==> src/rtl/writeback_stage.sv <==
`default_nettype none
`timescale 1ns/1ps
// ============================================================================
// Module   : writeback_stage
// Brief    : Final pipeline stage. Retires completed instructions, waits a
//            bounded time for load data and drives the register-file write
//            port plus the matching forwarding bus.
// Revision : 1.0 - initial release
// ============================================================================
module writeback_stage #(
    parameter int LOAD_TIMEOUT = 15
) (
    input  logic        clk,
    input  logic        reset,
    input  logic        flush,
    input  logic        mem_valid,
    output logic        wb_ready,
    input  logic        mem_RegWrite,
    input  logic [2:0]  mem_rd,
    input  logic [1:0]  mem_ResultSrc,
    input  logic [7:0]  mem_alu_result,
    input  logic [7:0]  mem_pc_plus1,
    input  logic        load_valid,
    input  logic [7:0]  load_data,
    output logic        RegWrite,
    output logic [2:0]  write_reg,
    output logic [7:0]  write_data,
    output logic        fwd_valid,
    output logic [2:0]  fwd_rd,
    output logic [7:0]  fwd_data,
    output logic        load_err,
    output logic [15:0] retire_count
);

    localparam logic [1:0] c_SRC_LOAD = 2'b01;
    localparam logic [1:0] c_SRC_LINK = 2'b10;
    localparam logic [7:0] c_TCNT_LAST = 8'(LOAD_TIMEOUT - 1);

    typedef enum logic [0:0] {
        S_IDLE      = 1'b0,
        S_WAIT_LOAD = 1'b1
    } state_t;

    state_t      r_state;
    logic [7:0]  r_tcnt;
    logic [2:0]  r_rd;
    logic        r_regwrite;
    logic        r_wr_en;
    logic [2:0]  r_wr_reg;
    logic [7:0]  r_wr_data;
    logic        r_load_err;
    logic [15:0] r_retire;

    logic        w_accept;
    logic        w_is_load;
    logic [7:0]  w_sel_data;

    assign wb_ready  = (r_state == S_IDLE);
    assign w_accept  = mem_valid && wb_ready && !flush;
    assign w_is_load = (mem_ResultSrc == c_SRC_LOAD);

    // Reserved encoding 11 falls back to the ALU result.
    always_comb begin
        w_sel_data = mem_alu_result;
        case (mem_ResultSrc)
            c_SRC_LOAD: w_sel_data = load_data;
            c_SRC_LINK: w_sel_data = mem_pc_plus1;
            default:    w_sel_data = mem_alu_result;
        endcase
    end

    always_ff @(posedge clk or posedge reset) begin
        if (reset) begin
            r_state    <= S_IDLE;
            r_tcnt     <= 8'd0;
            r_rd       <= 3'd0;
            r_regwrite <= 1'b0;
            r_wr_en    <= 1'b0;
            r_wr_reg   <= 3'd0;
            r_wr_data  <= 8'd0;
            r_load_err <= 1'b0;
            r_retire   <= 16'd0;
        end else begin
            r_wr_en <= 1'b0;
            case (r_state)
                S_IDLE: begin
                    if (w_accept) begin
                        if (!w_is_load || load_valid) begin
                            r_wr_en   <= mem_RegWrite && (mem_rd != 3'd0);
                            r_wr_reg  <= mem_rd;
                            r_wr_data <= w_sel_data;
                            r_retire  <= r_retire + 16'd1;
                        end else begin
                            r_state    <= S_WAIT_LOAD;
                            r_tcnt     <= 8'd0;
                            r_rd       <= mem_rd;
                            r_regwrite <= mem_RegWrite;
                        end
                    end
                end
                S_WAIT_LOAD: begin
                    if (load_valid) begin
                        r_wr_en   <= r_regwrite && (r_rd != 3'd0);
                        r_wr_reg  <= r_rd;
                        r_wr_data <= load_data;
                        r_retire  <= r_retire + 16'd1;
                        r_state   <= S_IDLE;
                    end else if (r_tcnt == c_TCNT_LAST) begin
                        // Abandoned load: flag it, never write or retire.
                        r_load_err <= 1'b1;
                        r_state    <= S_IDLE;
                    end else begin
                        r_tcnt <= r_tcnt + 8'd1;
                    end
                end
                default: r_state <= S_IDLE;
            endcase
        end
    end

    assign RegWrite     = r_wr_en;
    assign write_reg    = r_wr_reg;
    assign write_data   = r_wr_data;
    assign fwd_valid    = r_wr_en;
    assign fwd_rd       = r_wr_reg;
    assign fwd_data     = r_wr_data;
    assign load_err     = r_load_err;
    assign retire_count = r_retire;

endmodule
`default_nettype wire

==> config.mk <==
export PLATFORM = sky130hd
export DESIGN_NAME = writeback_stage
export DESIGN_NICKNAME = d
export VERILOG_FILES = /design/src/rtl/writeback_stage.sv
export SDC_FILE = /design/constraint.sdc
export NUM_CORES = 1
export LEC_CHECK = 0
export CAP_MARGIN = 20
export CORE_UTILIZATION = 45
export DETAILED_ROUTE_END_ITERATION = 12
export MAX_ROUTING_LAYER = met4
export PLACE_DENSITY = 0.86
export SLEW_MARGIN = 10
export SYNTH_ARGS = -nofsm -noshare
export SYNTH_HDL_FRONTEND = slang
export SYNTH_SLANG_ARGS = --single-unit
==> constraint.sdc <==
create_clock -name clk -period 3.8 [get_ports clk]
set_input_delay 0.38 -clock clk [delete_from_list [all_inputs] [get_ports clk]]
set_output_delay 0.38 -clock clk [all_outputs]
set_load 0.1 [all_outputs]
==> qor.yml <==
finish:
  syn2layout_area_growth_pct: 37.4
  fillCellCount: 405
  fin_area_sq_um: 3010
  nNetsFinal: 323
  final_cell_count_no_fill: 338
  n_antenna_cell: 0
  post-route-util_pct: 64.2
  drive_gt1_share_pct: 7.04
yosys:
  synth_most_common_cell: "dfrtp_1"
  netlist_area_sq_um: 2190
  avgSynthCellArea_sq_um: 10.1
  yosys.area.top_type_share_pct: 47.9
  synth_common_cells: "dfrtp_1, nand2_1, o21ai_0, buf_4, nand3_1"
  synth_nets: 257
  ys_seq_elements: 42
  synth.distinct_cells: 44
  yosysWarnings: 0
  syn-instance-count: 217
  synth-edff-count: 0
  synth_area_leader_cell: "dfrtp_1"
  synthTopCellsByArea: "dfrtp_1, buf_4, nand2_1, o21ai_0, xnor2_1"
  yosys_most_used_dff: "dfrtp_1"
  synth-async-reset-ratio_pct: 100
  yosysSeqAreaShare_pct: 47.9
routing:
  wirelength_um: 4800
  drt_pre_antenna_iters: 6
  route.detailed.drc: 0
  drtIter0Drc: 99
  wl_per_cell_um: 14.2
  viasPerCell: 5.47
  ant_nets: 0
  vias: 1848
placement:
  place_hpwl_um: 3600
  routabilityCongestion: 0.861
  place_inst: 330
  portBuffers: 76
  place_area_sq_um: 2920
clock_tree:
  clk-insertion-delay-late_ns: 0.30
  cts_tree: "done"
  post_cts_buffers: 0
  htree_levels: 2
  clk_path_buf_depth: 2
  hold_buffers: 0
  cts_inserted_buffers: 5
  cts.sinks: 42
  clk_pin_slew_ns: 0.09
  cts_root_buffer: "clkbuf_8"
  cts-resized-gates: 0
floorplan:
  die_w_um: 71.8
  core-area_sq_um: 4690
  initial_core_util_pct: 46.7
  num_rows: 25
  die_y_um: 71.8
  io_pins: 77
  die_area_sq_um: 5150
global_route:
  track_usage_pct: 20.4
  grt_pass1_vias: 1822
  grt_max_degree: 43
  antenna_found_initial: 0
  grt_pass1_wl_um: 7900
  overflow: 0
pwr:
  p_sw_mw: 0.898
  power.share.clock_pct: 17.0
  total_power_mw: 1.75
  seqPwrFrac_pct: 33.5
  cellLeakagePower_nw: 1.27
  power.internal_mw: 0.854
  combPwrFrac_pct: 49.6
  switching_share_pct: 51.3
  irDropWorstVdd_mv: 0.458
  pwr_density_cell_nw_per_um2: 581
timing:
  setup_viol: 0
  maxSlewViolCount: 0
  fin_crit_sh_pct: 75.1
  period_needed_ns: 2.85
  slew_headroom_pct: 33.5
  worst_pin_slew_ns: 0.994
  clock_skew_ns: 0.00946
  finalHoldViolations: 0
  finalSetupTns_ns: 0
  fmax_ghz: 0.351
  grt_setup_unrepaired: "no"
setup_path:
  required_ns: 3.42
  cp.arrival_ns: 2.47
  end_kind: "output port"
  startpoint_type: "register"
  critPathKind: "register to output port"
  worstPathMaxFanout: 17
  rrSetupSlack_ns: 1.72
outcome:
  status: "finished clean"
hold_path:
  hp-class: "register to register"
run:
  cap_violations: 0
==> cells in the final DEF, fill, tap and decap left out, types with 2 or more instances in the layout <==
cell type / netlist / layout
inv_1: 9 / 8
buf_4: 12 / 2
dfrtp_1: 42 / 42
xnor2_1: 8 / 8
and4_1: 2 / 2
nand3_1: 11 / 11
o31ai_1: 2 / 2
nand4_1: 4 / 4
nor2_1: 6 / 6
a31oi_1: 4 / 4
nor2b_1: 3 / 3
o2111ai_1: 2 / 2
mux2_2: 4 / 4
ha_1: 5 / 5
o21ai_0: 15 / 15
nand2_1: 24 / 24
o21ai_1: 3 / 3
a41oi_1: 2 / 2
a22o_1: 7 / 7
clkdlybuf4s50_1: 0 / 76
nor3_1: 4 / 4
a22oi_1: 8 / 8
and3_1: 2 / 2
clkbuf_8: 0 / 5
nand2b_1: 3 / 3
xor2_1: 7 / 7
a21oi_1: 2 / 2
mux2i_1: 3 / 3
==> layout make-up <==
| type | instances | area [sq um] | area share (%) |
|---|---|---|---|
| Tap cell | 54 | 67.6 | 2.24 |
| Clock buffer | 5 | 68.8 | 2.29 |
| Multi-Input combinational cell | 147 | 990 | 32.9 |
| Clock inverter | 3 | 25.0 | 0.831 |
| Sequential cell | 42 | 1050 | 34.9 |
| Timing Repair Buffer | 78 | 776 | 25.8 |
| Inverter | 9 | 33.8 | 1.12 |
==> per-stage QoR <==
stage | hold slack [ns] | setup slack, ns
after global placement | 0.440 | 1.31
after floorplan | 0.477 | 1.77
after global routing | 0.475 | 0.850
final | 0.459 | 0.948
after CTS | 0.470 | 0.956
after detailed placement | 0.454 | 1.29
==> state kept, by name, indices dropped and copies added, names as in the netlist <==
| signal | count |
|---|---|
| r_regwrite | 1 |
| load_err | 1 |
| retire_count | 16 |
| RegWrite | 1 |
| fwd_data | 8 |
| fwd_rd | 3 |
| r_rd | 3 |
| r_state | 1 |
| r_tcnt | 8 |
==> power groups by stage <==
stage	clock (mW)	sequential, mW	combinational (mW)
floorplan	0	0.937	0.330
global placement	0	0.590	0.859
detailed placement	0	0.593	0.870
CTS	0.302	0.586	0.872
global route	0.324	0.595	0.896
finish	0.297	0.586	0.868
==> cells by family (layout without fill, tap and decap cells) <==
group | Yosys count | in the layout | share of synthesized area [%]
compound gates | 53 | 53 | 17.1
xor+xnor | 15 | 15 | 5.99
fa+ha+maj | 5 | 5 | 2.85
buf+inv | 28 | 95 | 6.91
flops | 42 | 42 | 47.9
mux | 7 | 7 | 3.42
simple gates | 67 | 67 | 15.8
==> final timing paths <==
kind,startpoint,to,cells past startpoint
hold reg to reg,load_err,load_err,1
max in group asynchronous,reset,fwd_rd[2],3
setup reg to reg,r_tcnt[0],r_tcnt[7],6
min in group asynchronous,reset,r_tcnt[4],3
setup / recovery,r_state,wb_ready,2
hold / removal,load_err,load_err,1
==> worst max-delay path, cell delays in order, from the launching register on <==
cell and delay [ns]:
dfrtp_1 0.59, inv_1 0.37, clkdlybuf4s50_1 1.21
==> per-layer routing <==
| metal | GRT usage, % | share of wire (%) |
|---|---|---|
| met5 | - | 0 |
| met2 | 35.6 | 52 |
| met3 | 3.09 | 4.6 |
| met1 | 24.3 | 43 |
| met4 | 5.88 | 1.3 |
Note: power is estimated with default switching activity, not from simulation.
